## src/rtl/parity_rr_arbiter_if.sv

```systemverilog
// Requester/result bus between byte producers, the parity arbiter and the parity consumer.
// Latency: none (wires only).
// Backpressure: out_rdy from the consumer side; producers see it only through gnt.
interface parity_rr_arbiter_if #(
    parameter int NREQ = 4,
    parameter int DW   = 8,
    parameter int IDW  = 2
);
    logic [NREQ-1:0]    req;
    logic [NREQ*DW-1:0] din;
    logic [NREQ-1:0]    gnt;
    logic               out_vld;
    logic               out_rdy;
    logic [DW-1:0]      out_data;
    logic               out_par;
    logic [IDW-1:0]     out_id;
`ifdef PAR_ARB_LOCK_EN
    logic [NREQ-1:0]    lock;

    // Producer/consumer side
    modport master (
        output req, din, out_rdy, lock,
        input  gnt, out_vld, out_data, out_par, out_id
    );

    // Arbiter side
    modport slave (
        input  req, din, out_rdy, lock,
        output gnt, out_vld, out_data, out_par, out_id
    );
`else
    // Producer/consumer side
    modport master (
        output req, din, out_rdy,
        input  gnt, out_vld, out_data, out_par, out_id
    );

    // Arbiter side
    modport slave (
        input  req, din, out_rdy,
        output gnt, out_vld, out_data, out_par, out_id
    );
`endif
endinterface

```

## src/rtl/parity_rr_arbiter.sv

```systemverilog
// Round-robin arbiter sharing one registered even-parity unit between NREQ byte requesters.
// Latency: grant in cycle N, tagged result in the output slot in cycle N+1; one result per cycle.
// Backpressure: a FULL slot with out_rdy=0 suppresses all grants; drain and capture may share an edge.
// Optional burst lock is built when the macro PAR_ARB_LOCK_EN is defined.
module parity_rr_arbiter #(
    parameter int NREQ = 4,
    parameter int DW   = 8,
    parameter int IDW  = 2
) (
    input  logic              clk,
    input  logic              rst,
    parity_rr_arbiter_if.slave bus
);

    logic            accept;
    logic [NREQ-1:0] eff_req;
    logic            gnt_vld;
    logic [IDW-1:0]  gnt_idx;
    logic [IDW-1:0]  nxt_idx;
    logic [IDW-1:0]  ptr;
    logic [IDW:0]    cand;

`ifdef PAR_ARB_LOCK_EN
    typedef enum logic {UNLOCKED, LOCKED} lock_st_t;
    lock_st_t       lock_st;
    logic [IDW-1:0] owner;
`endif

    // The slot can take a new result when empty or when it is being drained this cycle.
    assign accept = !bus.out_vld || bus.out_rdy;

    // While a burst is locked only its owner is visible to the search.
    always_comb begin
        eff_req = bus.req;
`ifdef PAR_ARB_LOCK_EN
        if (lock_st == LOCKED) begin
            eff_req = bus.req & (NREQ'(1) << owner);
        end
`endif
    end

    // First requesting index at or above ptr, wrapping modulo NREQ; nothing in reset or when stalled.
    always_comb begin
        gnt_vld = 1'b0;
        gnt_idx = '0;
        cand    = '0;
        for (int k = 0; k < NREQ; k++) begin
            cand = {1'b0, ptr} + (IDW+1)'(k);
            if (cand >= (IDW+1)'(NREQ)) begin
                cand = cand - (IDW+1)'(NREQ);
            end
            if (!gnt_vld && !rst && accept && eff_req[cand[IDW-1:0]]) begin
                gnt_vld = 1'b1;
                gnt_idx = cand[IDW-1:0];
            end
        end
    end

    assign nxt_idx = (gnt_idx == IDW'(NREQ-1)) ? '0 : gnt_idx + IDW'(1);
    assign bus.gnt = gnt_vld ? (NREQ'(1) << gnt_idx) : '0;

    // Output slot, rotation pointer and (optionally) burst-lock state.
    always_ff @(posedge clk) begin
        if (rst) begin
            bus.out_vld  <= 1'b0;
            bus.out_data <= '0;
            bus.out_par  <= 1'b0;
            bus.out_id   <= '0;
            ptr          <= '0;
`ifdef PAR_ARB_LOCK_EN
            lock_st      <= UNLOCKED;
            owner        <= '0;
`endif
        end else begin
            if (gnt_vld) begin
                bus.out_vld  <= 1'b1;
                bus.out_data <= bus.din[gnt_idx*DW +: DW];
                bus.out_par  <= ^bus.din[gnt_idx*DW +: DW];
                bus.out_id   <= gnt_idx;
`ifdef PAR_ARB_LOCK_EN
                // ptr freezes for the whole burst and moves past the owner on its last beat.
                if (lock_st == UNLOCKED) begin
                    if (bus.lock[gnt_idx]) begin
                        lock_st <= LOCKED;
                        owner   <= gnt_idx;
                    end else begin
                        ptr <= nxt_idx;
                    end
                end else if (!bus.lock[gnt_idx]) begin
                    lock_st <= UNLOCKED;
                    ptr     <= nxt_idx;
                end
`else
                ptr <= nxt_idx;
`endif
            end else if (bus.out_vld && bus.out_rdy) begin
                bus.out_vld <= 1'b0;
            end
        end
    end

endmodule

```

## src/flat_wrapper.sv

```systemverilog
// flat-port wrapper written by rule: the top's interface ports become plain ports
module parity_rr_arbiter_flat 
#(
    parameter int NREQ = 4,
    parameter int DW   = 8,
    parameter int IDW  = 2
)
  (clk, rst, bus_req, bus_din, bus_out_rdy, bus_gnt, bus_out_vld, bus_out_data, bus_out_par, bus_out_id);
  parity_rr_arbiter_if #(.NREQ(NREQ), .DW(DW), .IDW(IDW)) bus_i ();
  input  logic clk;
  input  logic rst;
  input wire logic [$bits(bus_i.req)-1:0] bus_req;
  input wire logic [$bits(bus_i.din)-1:0] bus_din;
  input wire logic [$bits(bus_i.out_rdy)-1:0] bus_out_rdy;
  output wire logic [$bits(bus_i.gnt)-1:0] bus_gnt;
  output wire logic [$bits(bus_i.out_vld)-1:0] bus_out_vld;
  output wire logic [$bits(bus_i.out_data)-1:0] bus_out_data;
  output wire logic [$bits(bus_i.out_par)-1:0] bus_out_par;
  output wire logic [$bits(bus_i.out_id)-1:0] bus_out_id;
  assign bus_i.req = bus_req;
  assign bus_i.din = bus_din;
  assign bus_i.out_rdy = bus_out_rdy;
  assign bus_gnt = bus_i.gnt;
  assign bus_out_vld = bus_i.out_vld;
  assign bus_out_data = bus_i.out_data;
  assign bus_out_par = bus_i.out_par;
  assign bus_out_id = bus_i.out_id;
  parity_rr_arbiter #(.NREQ(NREQ), .DW(DW), .IDW(IDW)) u_core (.clk(clk), .rst(rst), .bus(bus_i));
endmodule
```

## config.mk

```make
export PLATFORM = sky130hd
export DESIGN_NAME = parity_rr_arbiter_flat
export DESIGN_NICKNAME = d
export VERILOG_FILES = /design/src/rtl/parity_rr_arbiter_if.sv /design/src/rtl/parity_rr_arbiter.sv /design/src/flat_wrapper.sv
export SDC_FILE = /design/constraint.sdc
export NUM_CORES = 1
export LEC_CHECK = 0
export ABC_AREA = 1
export CORE_ASPECT_RATIO = 0.9
export CORE_MARGIN = 10
export CORE_UTILIZATION = 30
export CTS_BUF_LIST = sky130_fd_sc_hd__clkbuf_4
export CTS_CLUSTER_SIZE = 40
export DETAILED_ROUTE_END_ITERATION = 16
export SETUP_SLACK_MARGIN = 0.1
export SLEW_MARGIN = 20
export SYNTH_ARGS = -nofsm -noshare
export SYNTH_HDL_FRONTEND = slang
export SYNTH_SLANG_ARGS = --single-unit
```

## constraint.sdc

```tcl
create_clock -name clk -period 2.85 [get_ports clk]
set_input_delay 0.285 -clock clk [delete_from_list [all_inputs] [get_ports clk]]
set_output_delay 0.285 -clock clk [all_outputs]
set_load 0.02 [all_outputs]
```

==> flow_summary.toml, run 1 <==
[floorplan]
die_height_um = 87.62
num_rows = 24
die_width_um = 95.13
design.portCount = 55
start_util = 0.3113
die_area_um2 = 8335
placeableCoreArea_um2 = 4895

[clocking]
max_root_sink_buffers = 2
htree_levels = 1
clock_sinks = 14
cts_root_buf = "sky130_fd_sc_hd__clkbuf_4"
postCtsHoldBufs = 0
tritoncts = "yes"
postCtsSetupBuffers = 0
clkLatencyLatePin_ns = 0.27
cts_made_buffers = 3
cts.clk_slew.worst_paths_ns = 0.08

[route]
detail_route.drc_violations = 0
drt.antenna.violating_nets = 0
viasPerCell = 4.455
via_count = 1840
drt_iter0_drc = 106
dr.pass1.iters = 4
drt_wl_total_um = 4685
wl_per_cell_um = 11.34

[critical_path]
critPathLaunch = "bus_req[0]"
regToRegSetupSlack_ns = 0.46
worstPathRequired_ns = 2.57
timing.setup.critical_path_class = "in -> out"
critical_path.endpoint = "bus_gnt[2]"
critPathArrivalTime_ns = 2.25
critical_path.reg2reg.startpoint = "u_core.ptr[0]"
worst_setup_path_start_kind = "primary input"
cp_max_fo = 3
setup.worst_path.end_class = "primary output"
number_of_cell_instances_on_the_worst_register_to_register_path = 21
crit-reg2reg-capture = "u_core.bus.out_par"

[sta]
clock_skew_ns = 0.0005600
finalHoldViolations = 0
maximum_clock_rate_mhz = 394.5
slew_headroom = 0.7811
final-setup-viol-count = 0
period_share = 0.8894
slew_violations = 0
post-route-min-period_ns = 2.535
max_slew.worst_pin.slew_ns = 0.3279
unrepaired_setup_endpoints_after_global_routing = "no"

[power_and_ir_drop]
leakage_nw = 1.234
power_frac_comb = 0.833
peakVddDrop_mv = 0.5401
p_int_mw = 1.187
seqPwrFrac = 0.127
power_switching_mw = 1.445
fin_total_pwr_mw = 2.631
power.density_cell_area_nw_per_um2 = 1174
switching_share = 0.5490
pwr-share-clk = 0.041

[global_routing]
largest_net_degree_at_the_start_of_global_routing = 21
wire_length_of_the_first_global_routing_pass_um = 7728
grt_overflow = 0
overall_track_demand_over_capacity_in_global_routing = 0.1107
grt_antenna_before_repair = 0
first_global_vias = 1631

[finish]
post_route_cells_drive_above_1_share = 0.1264
antenna-diode-count = 0
storage_element_area_um2 = 287.8
mostFrequentLayoutCell = "sky130_fd_sc_hd__nand2_1"
synthToLayoutAreaGrowth_pct = 47.04
filler_cell_count = 532
stdcell_area_um2 = 2241
multi_input_comb_area_um2 = 1060
final_net_count = 393
layout_common_cells = "sky130_fd_sc_hd__nand2_1, sky130_fd_sc_hd__clkdlybuf4s50_1, sky130_fd_sc_hd__nand3_1"

[synthesis]
netlist_area_um2 = 1524
mean_instance_size_in_the_synthesized_netlist_um2 = 5.366
ys_ff_latch = 14
syn_inst = 284
syn-num-nets = 327
part_of_the_yosys_area_used_for_sequential_elements = 0.1839
post_synth_num_cell_types = 22
synth_warnings = 0

[min_path]
worst_hold_startpoint = "u_core.bus.out_id[1]"
holdCritPathClass = "reg -> reg"

[run_status]
outcome = "finished clean"

[placement]
dp_hpwl_um = 3771
finalWeightedCongestion = 0.8230
detailed_place.area_um2 = 2193
port_buffers = 54

[job]
count_of_max_cap_constraint_violations = 0
[kinds of logic after synthesis]
family / synth area share
AND/OR/NAND/NOR: 0.5846
buffers and inverters: 0.1240
AO/OA/AOI/OAI: 0.07471
flip-flops: 0.1839
adder cells (fa/ha/maj): 0.03284
[sequential cells by signal, indices dropped and copies added, names as in the netlist]
signal and flops:
u_core.bus.out_par 1, u_core.bus.out_vld 1, u_core.ptr 2, u_core.bus.out_id 2, u_core.bus.out_data 8
[cell type report]
cell class,instances,share of cell area
Clock buffer,3,0.01005
Multi-Input combinational cell,230,0.4729
Tap cell,65,0.03629
Sequential cell,14,0.1284
Timing Repair Buffer,70,0.2993
Inverter,31,0.05304
[cell usage after synthesis]
master | count | area [um^2]
sky130_fd_sc_hd__a21oi_1 | 3 | 15.01
sky130_fd_sc_hd__buf_2 | 1 | 5.000
sky130_fd_sc_hd__buf_4 | 3 | 22.52
sky130_fd_sc_hd__buf_6 | 2 | 22.52
sky130_fd_sc_hd__buf_8 | 1 | 15.01
sky130_fd_sc_hd__clkbuf_1 | 2 | 7.510
sky130_fd_sc_hd__clkinv_1 | 1 | 3.750
sky130_fd_sc_hd__dfxtp_1 | 14 | 280.3
sky130_fd_sc_hd__ha_1 | 4 | 50.05
sky130_fd_sc_hd__inv_1 | 26 | 97.59
sky130_fd_sc_hd__inv_2 | 4 | 15.01
sky130_fd_sc_hd__nand2_1 | 139 | 521.8
sky130_fd_sc_hd__nand2_2 | 12 | 75.07
sky130_fd_sc_hd__nand2_4 | 3 | 33.78
sky130_fd_sc_hd__nand3_1 | 39 | 195.2
sky130_fd_sc_hd__nand3_2 | 1 | 10.01
sky130_fd_sc_hd__nand4_1 | 1 | 6.260
sky130_fd_sc_hd__nor2_1 | 13 | 48.80
sky130_fd_sc_hd__o211ai_1 | 8 | 60.06
sky130_fd_sc_hd__o21ai_0 | 5 | 25.02
sky130_fd_sc_hd__o21ai_1 | 1 | 5.000
sky130_fd_sc_hd__o21ai_2 | 1 | 8.760
[power by group through the flow]
stage,clock network [mW],registers (mW),logic [mW]
2_1_floorplan,0,0.392,1.47
3_3_place_gp,0,0.331,2.18
3_5_place_dp,0,0.329,2.18
4_1_cts,0.112,0.329,2.18
5_1_grt,0.120,0.345,2.50
6_report,0.107,0.333,2.19
[routing by layer]
layer  part of all wire  track usage  up-vias  wire (um)
met5                  0            0        -          0
met4             0.0079      0.02446        0         37
met3              0.064      0.03080        4        301
met2               0.44       0.1653       36       2043
met1               0.49       0.1535      784       2303
li1                   -            -     1016          -
[worst max-delay path: stages]
cell	delay, ns
sky130_fd_sc_hd__clkdlybuf4s50_1	0.52
sky130_fd_sc_hd__inv_1	0.07
sky130_fd_sc_hd__nand2_1	0.05
sky130_fd_sc_hd__nand2_1	0.05
sky130_fd_sc_hd__nand2_1	0.05
sky130_fd_sc_hd__nand2_1	0.07
sky130_fd_sc_hd__nand2_1	0.08
sky130_fd_sc_hd__nand2_1	0.07
sky130_fd_sc_hd__nand2_2	0.09
sky130_fd_sc_hd__nand2_2	0.08
sky130_fd_sc_hd__nand2_4	0.08
sky130_fd_sc_hd__nand2_4	0.06
sky130_fd_sc_hd__buf_4	0.13
sky130_fd_sc_hd__ha_1	0.17
sky130_fd_sc_hd__inv_1	0.05
sky130_fd_sc_hd__nor2_1	0.03
sky130_fd_sc_hd__dlygate4sd2_1	0.31
[metrics by stage]
stage | worst slack, ns | TNS, ns | hold WS (ns) | util | cells
2_1_floorplan | 0.6317 | 0 | 0.3541 | - | 284
3_3_place_gp | 0.04622 | 0 | 0.4528 | 0.4481 | 410
3_5_place_dp | -0.02119 | -0.03682 | 0.4545 | 0.4481 | 410
4_1_cts | 0.005586 | 0 | 0.4653 | 0.4530 | 413
5_1_grt | 0.1067 | 0 | 0.5165 | 0.4578 | 413
6_report | 0.3153 | 0 | 0.4591 | 0.4578 | 413
[worst min-delay path by stage]
stage	endpoint	slack, ns	cells after the start
6_report	u_core.bus.out_id[1]	0.46	2
5_1_grt	u_core.bus.out_id[1]	0.52	2
4_1_cts	u_core.bus.out_id[1]	0.47	2
3_5_place_dp	u_core.bus.out_id[1]	0.45	2
3_3_place_gp	u_core.bus.out_id[1]	0.45	2
2_1_floorplan	u_core.bus.out_id[1]	0.35	1
[repair_timing]
item | in CTS | in global routing
hold endpoints to repair | 0 | 0
resized for setup | 6 | 8
endpoints found under the setup margin | 4 | 5
gates cloned | 0 | 0
Power figures use the tool's default switching activity.
==> run 2: changes to the inputs <==
- clock period: 2.85 -> 2.7 ns (I/O delays scaled with it)
==> run 2 against run 1 <==
Total power rose by 11%. Largest cell class unchanged. Final cell count is 1.7% higher. Sequential share of layout area decreased by 0.23 points. Design area increased by 1.8%. Count of clock-buffer cells in the layout unchanged.
==> flow_summary.toml, run 2 (synthesized netlist as in run 1, its figures left out) <==
[global_routing]
grt_antenna_before_repair = 0
grt_overflow = 0
first_global_vias = 1679
wire_length_of_the_first_global_routing_pass_um = 7900
largest_net_degree_at_the_start_of_global_routing = 21
overall_track_demand_over_capacity_in_global_routing = 0.1140

[route]
dr.pass1.iters = 4
wl_per_cell_um = 11.66
viasPerCell = 4.457
detail_route.drc_violations = 0
via_count = 1872
drt_iter0_drc = 87
drt.antenna.violating_nets = 0
drt_wl_total_um = 4896

[floorplan]
design.portCount = 55
die_height_um = 87.62
die_area_um2 = 8335
die_width_um = 95.13
num_rows = 24
start_util = 0.3113
placeableCoreArea_um2 = 4895

[clocking]
htree_levels = 1
cts_root_buf = "sky130_fd_sc_hd__clkbuf_4"
tritoncts = "yes"
cts.clk_slew.worst_paths_ns = 0.08
max_root_sink_buffers = 2
cts_made_buffers = 3
clkLatencyLatePin_ns = 0.27
clock_sinks = 14

[placement]
dp_hpwl_um = 3814
numPlacedInstances = 415
detailed_place.area_um2 = 2231
pre_cts_worst_setup_slack_ns = -0.1375
port_buffers = 54
finalWeightedCongestion = 0.8716

[finish]
antenna-diode-count = 0
layout.cells.non_filler = 420
register_with_the_most_flip_flops = "u_core.bus.out_data"
stdcell_area_um2 = 2282
layout_common_cells = "sky130_fd_sc_hd__nand2_1, sky130_fd_sc_hd__clkdlybuf4s50_1, sky130_fd_sc_hd__nand3_1"
final_net_count = 399
filler_cell_count = 535
synthToLayoutAreaGrowth_pct = 49.75
largest_reg_flops = 8
post_route_cells_drive_above_1_share = 0.1521
top_regs = "u_core.bus.out_data (8), u_core.bus.out_id (2), u_core.ptr (2)"
mostFrequentLayoutCell = "sky130_fd_sc_hd__nand2_1"

[power_and_ir_drop]
power.density_cell_area_nw_per_um2 = 1282
leakage_nw = 1.245
peakVddDrop_mv = 0.5436

[sta]
post-route-min-period_ns = 2.405
period_share = 0.8907
clock_skew_ns = 0.001549
slew_headroom = 0.7682
slew_violations = 0
unrepaired_setup_endpoints_after_global_routing = "yes"
maximum_clock_rate_mhz = 415.8
final-setup-viol-count = 0
finalHoldViolations = 0
setup_slack_ns = 0.2950
max_slew.worst_pin.slew_ns = 0.3473

[critical_path]
worst_setup_path_start_kind = "flip-flop"
timing.critical_path.mode_cell = "sky130_fd_sc_hd__nand2_1"
setup.worst_path.end_class = "flip-flop"
regToRegSetupSlack_ns = 0.30
critPathArrivalTime_ns = 2.58
list_of_cells_traversed_by_the_critical_path = "buf_4 > nand2_1 > nand2_1 > o21ai_0 > nor2_1 > nand3_1 > nand3_2 > nand2_4 > inv_2 > buf_4 > nand3_1 > nand2_1 > nand2_1 > nand2_1 > nand2_1 > nand2_1 > inv_1 > nand2_1 > nand3_1 > nand2_1 > inv_1"
cpPeakStageDelay_ns = 0.40
worstPathRequired_ns = 2.88
timing.setup.critical_path_class = "reg -> reg"
cp_max_fo = 14
critical_path.slowest_cell = "sky130_fd_sc_hd__dfxtp_4"

[job]
count_of_max_cap_constraint_violations = 0

[min_path]
holdCritPathClass = "reg -> reg"

[run_status]
outcome = "finished clean"
## run 2: critical path, delay by kind of cell (launching register included)
family          cells  cell delay [ns]
simple gates       15             1.30
buf+inv             5             0.51
compound gates      1             0.09
flops               1             0.40
## run 2: worst paths after layout
path / start / end / cells after the start
worst min register to register: u_core.bus.out_id[1] / u_core.bus.out_id[1] / 2
worst min-delay path: u_core.bus.out_id[1] / u_core.bus.out_id[1] / 2
worst max register to register: u_core.ptr[0] / u_core.bus.out_par / 21
worst max-delay path: u_core.ptr[0] / u_core.bus.out_par / 21
## run 2: timing repair
item	4_1_cts	5_1_grt
setup endpoints to repair	5	6
endpoints found under the hold margin	0	0
setup buffers	0	1
gates cloned	0	0
gates resized for setup	6	19
hold buffers	0	0
## run 2: final cells by class
class,instances,area [um^2],area share
Sequential cell,14,287.8,0.1261
Tap cell,65,81.33,0.03564
Timing Repair Buffer,76,705.7,0.3092
Clock inverter,1,3.754,0.001645
Multi-Input combinational cell,230,1060,0.4644
Clock buffer,3,22.52,0.009868
Inverter,31,121.4,0.05318
## run 2: metal layers
layer,vias to the layer above,GRT usage,wire length [um]
li1,1028,-,-
met1,810,0.1578,2473
met2,32,0.1746,2150
met3,2,0.02395,249
met4,0,0.02853,23
met5,-,0,0
## run 2: where the power goes
group / total, mW / switching (mW) / leakage (nW) / internal (mW)
Combinational: 2.46 / 1.45 / 1.11 / 1.01
Clock: 0.117 / 0.0636 / 0.0154 / 0.0535
Sequential: 0.350 / 0.0578 / 0.117 / 0.292
## run 2: per-stage QoR
step / utilization / hold slack (ns) / power, mW / setup TNS [ns]
after detailed placement: 0.4558 / 0.4541 / 2.762 / -0.5177
after floorplan: - / 0.3391 / 1.965 / 0
after global placement: 0.4558 / 0.4526 / 2.753 / -0.2878
after CTS: 0.4606 / 0.4666 / 2.884 / 0
after global routing: 0.4663 / 0.5117 / 3.303 / 0
final: 0.4663 / 0.4613 / 2.926 / 0
==> run 3: changes to the inputs <==
- clock period: 2.7 -> 2.4 ns (I/O delays scaled with it)
==> run 3 against run 2 <==
The run now ends with negative setup slack left. Critical path type is now in -> out. Sequential cell count stayed put. Global-route usage grew 0.29 points. Clock power up 7%. Total power grew 39%. Non-clock buffer count increased by 16. Worst setup slack worse by 0.31 ns. First-iteration DRC count grew 53%. Largest cell class unchanged. Highest routed layer unchanged. Utilization is 7.5 points higher. Design area rose by 16%.
==> flow_summary.toml, run 3 (synthesized netlist as in run 1, its figures left out) <==
[run_status]
outcome = "complete, but fails checks"
failed_checks = "negative setup slack"

[placement]
finalWeightedCongestion = 0.8152
port_buffers = 54
pre_cts_worst_setup_slack_ns = -0.3641
dp_hpwl_um = 3887

[floorplan]
die_width_um = 95.13
num_rows = 24
start_util = 0.3113
design.portCount = 55
die_height_um = 87.62
die_area_um2 = 8335
placeableCoreArea_um2 = 4895

[critical_path]
worst-path-buf-inv = 4
cpPeakStageDelay_ns = 0.45
list_of_cells_traversed_by_the_critical_path = "clkdlybuf4s50_1 > nor2_1 > nor2_4 > o21ai_1 > nor2_2 > nand3_1 > nand3_2 > nand2_4 > inv_4 > ha_1 > inv_1 > nor2_1 > buf_2"
cp_max_fo = 5
timing.critical_path.mode_cell = "sky130_fd_sc_hd__nor2_1"
worstPathRequired_ns = 2.16
timing.setup.critical_path_class = "in -> out"
timing.critical_path.max_delay_family = "simple AND/OR/NAND/NOR gates"
critPathArrivalTime_ns = 2.17
worst_setup_path_start_kind = "primary input"
critical_path.slowest_cell = "sky130_fd_sc_hd__clkdlybuf4s50_1"
setup.worst_path.end_class = "primary output"

[finish]
largest_reg_flops = 8
post_route_cells_drive_above_1_share = 0.2838
multi_input_comb_area_um2 = 1222
filler_cell_count = 479
antenna-diode-count = 0
storage_element_area_um2 = 287.8
top_regs = "u_core.bus.out_data (8), u_core.bus.out_id (2), u_core.ptr (2)"
layout_common_cells = "sky130_fd_sc_hd__nand2_1, sky130_fd_sc_hd__clkdlybuf4s50_1, sky130_fd_sc_hd__nand3_1"
mostFrequentLayoutCell = "sky130_fd_sc_hd__nand2_1"
register_with_the_most_flip_flops = "u_core.bus.out_data"
final_net_count = 415
layout.core_utilization = 0.5417
synthToLayoutAreaGrowth_pct = 73.97

[clocking]
clkLatencyLatePin_ns = 0.27
clock_sinks = 14
cts.clk_slew.worst_paths_ns = 0.08
htree_levels = 1
max_root_sink_buffers = 2
postCtsHoldBufs = 0
cts_root_buf = "sky130_fd_sc_hd__clkbuf_4"
tritoncts = "yes"
cts_made_buffers = 3

[sta]
slew_headroom = 0.7665
slew_violations = 0
finalSetupTns_ns = -0.01359
finalHoldViolations = 0
fin_worst_hold_slack_ns = 0.4570
setup_slack_ns = -0.01359
unrepaired_setup_endpoints_after_global_routing = "yes"
period_share = 1.006
max_slew.worst_pin.slew_ns = 0.3499
final-setup-viol-count = 1
clock_skew_ns = 0.0004893
post-route-min-period_ns = 2.414
maximum_clock_rate_mhz = 414.3

[global_routing]
overall_track_demand_over_capacity_in_global_routing = 0.1169
wire_length_of_the_first_global_routing_pass_um = 8231
grt_antenna_before_repair = 0
largest_net_degree_at_the_start_of_global_routing = 21
first_global_vias = 1761
grt_overflow = 0

[route]
drt.antenna.violating_nets = 0
wl_per_cell_um = 12.58
drt_iter0_drc = 133
detail_route.drc_violations = 0
dr.pass1.iters = 4
via_count = 2016
drt_wl_total_um = 5472
viasPerCell = 4.634

[power_and_ir_drop]
leakage_nw = 1.389
peakVddDrop_mv = 0.6296
fin_total_pwr_mw = 4.056
power.density_cell_area_nw_per_um2 = 1530

[job]
count_of_max_cap_constraint_violations = 0

[min_path]
holdCritPathClass = "reg -> reg"
==> run 3: changes by cell type in the layout (fill, tap and decap cells not counted), sizes merged <==
| cell | before | now |
|---|---|---|
| clkdlybuf4s50 | 50 | 46 |
| inv | 30 | 29 |
| clkbuf | 7 | 5 |
| buf | 22 | 40 |
| dlygate4sd2 | 0 | 4 |
==> run 3: final cells by class <==
class / instances / share of cell area
clock buffers: 3 / 0.008495
inverters: 31 / 0.04955
multi-input cells: 230 / 0.4611
flip-flops and latches: 14 / 0.1085
well taps: 65 / 0.03067
repair buffers: 92 / 0.3417
==> run 3: final timing paths <==
kind                   startpoint                    to  slack (ns)  depth (start not counted)
min          u_core.bus.out_id[1]  u_core.bus.out_id[1]        0.46                          2
max                   bus_out_rdy            bus_gnt[3]       -0.01                         13
min reg2reg  u_core.bus.out_id[1]  u_core.bus.out_id[1]        0.46                          2
max reg2reg         u_core.ptr[0]    u_core.bus.out_par        0.05                         21
==> run 3: metal layers <==
| metal | vias up | part of all wire | track usage | wire, um |
|---|---|---|---|---|
| met2 | 51 | 0.45 | 0.1827 | 2473 |
| met5 | - | 0 | 0 | 0 |
| li1 | 1065 | - | - | - |
| met1 | 894 | 0.47 | 0.1635 | 2576 |
| met3 | 6 | 0.061 | 0.02481 | 333 |
| met4 | 0 | 0.016 | 0.01630 | 89 |
==> run 3: per-stage QoR <==
step / instances / area (um^2)
3_5_place_dp: 423 / 2291
4_1_cts: 428 / 2396
5_1_grt: 435 / 2651
2_1_floorplan: 284 / 1524
6_report: 435 / 2651
3_3_place_gp: 423 / 2291
==> run 3: what timing repair did <==
action,CTS,global route
gates cloned,0,2
pin swaps,11,20
endpoints found under the setup margin,6,10
setup buffers,2,5
resized for setup,52,48
==> run 3: tightest hold or removal path: cells and delay by family, from the launching register on <==
| kind | cells | cell delay, ns |
|---|---|---|
| AND/OR/NAND/NOR | 1 | 0.06 |
| AO/OA/AOI/OAI | 1 | 0.05 |
| flip-flops | 1 | 0.31 |
==> run 3: report_power, final <==
group | internal, mW | total, mW | switching (mW)
registers | 0.329 | 0.395 | 0.0668
logic | 1.60 | 3.54 | 1.93
clock network | 0.0580 | 0.125 | 0.0672
total | 1.99 | 4.06 | 2.07
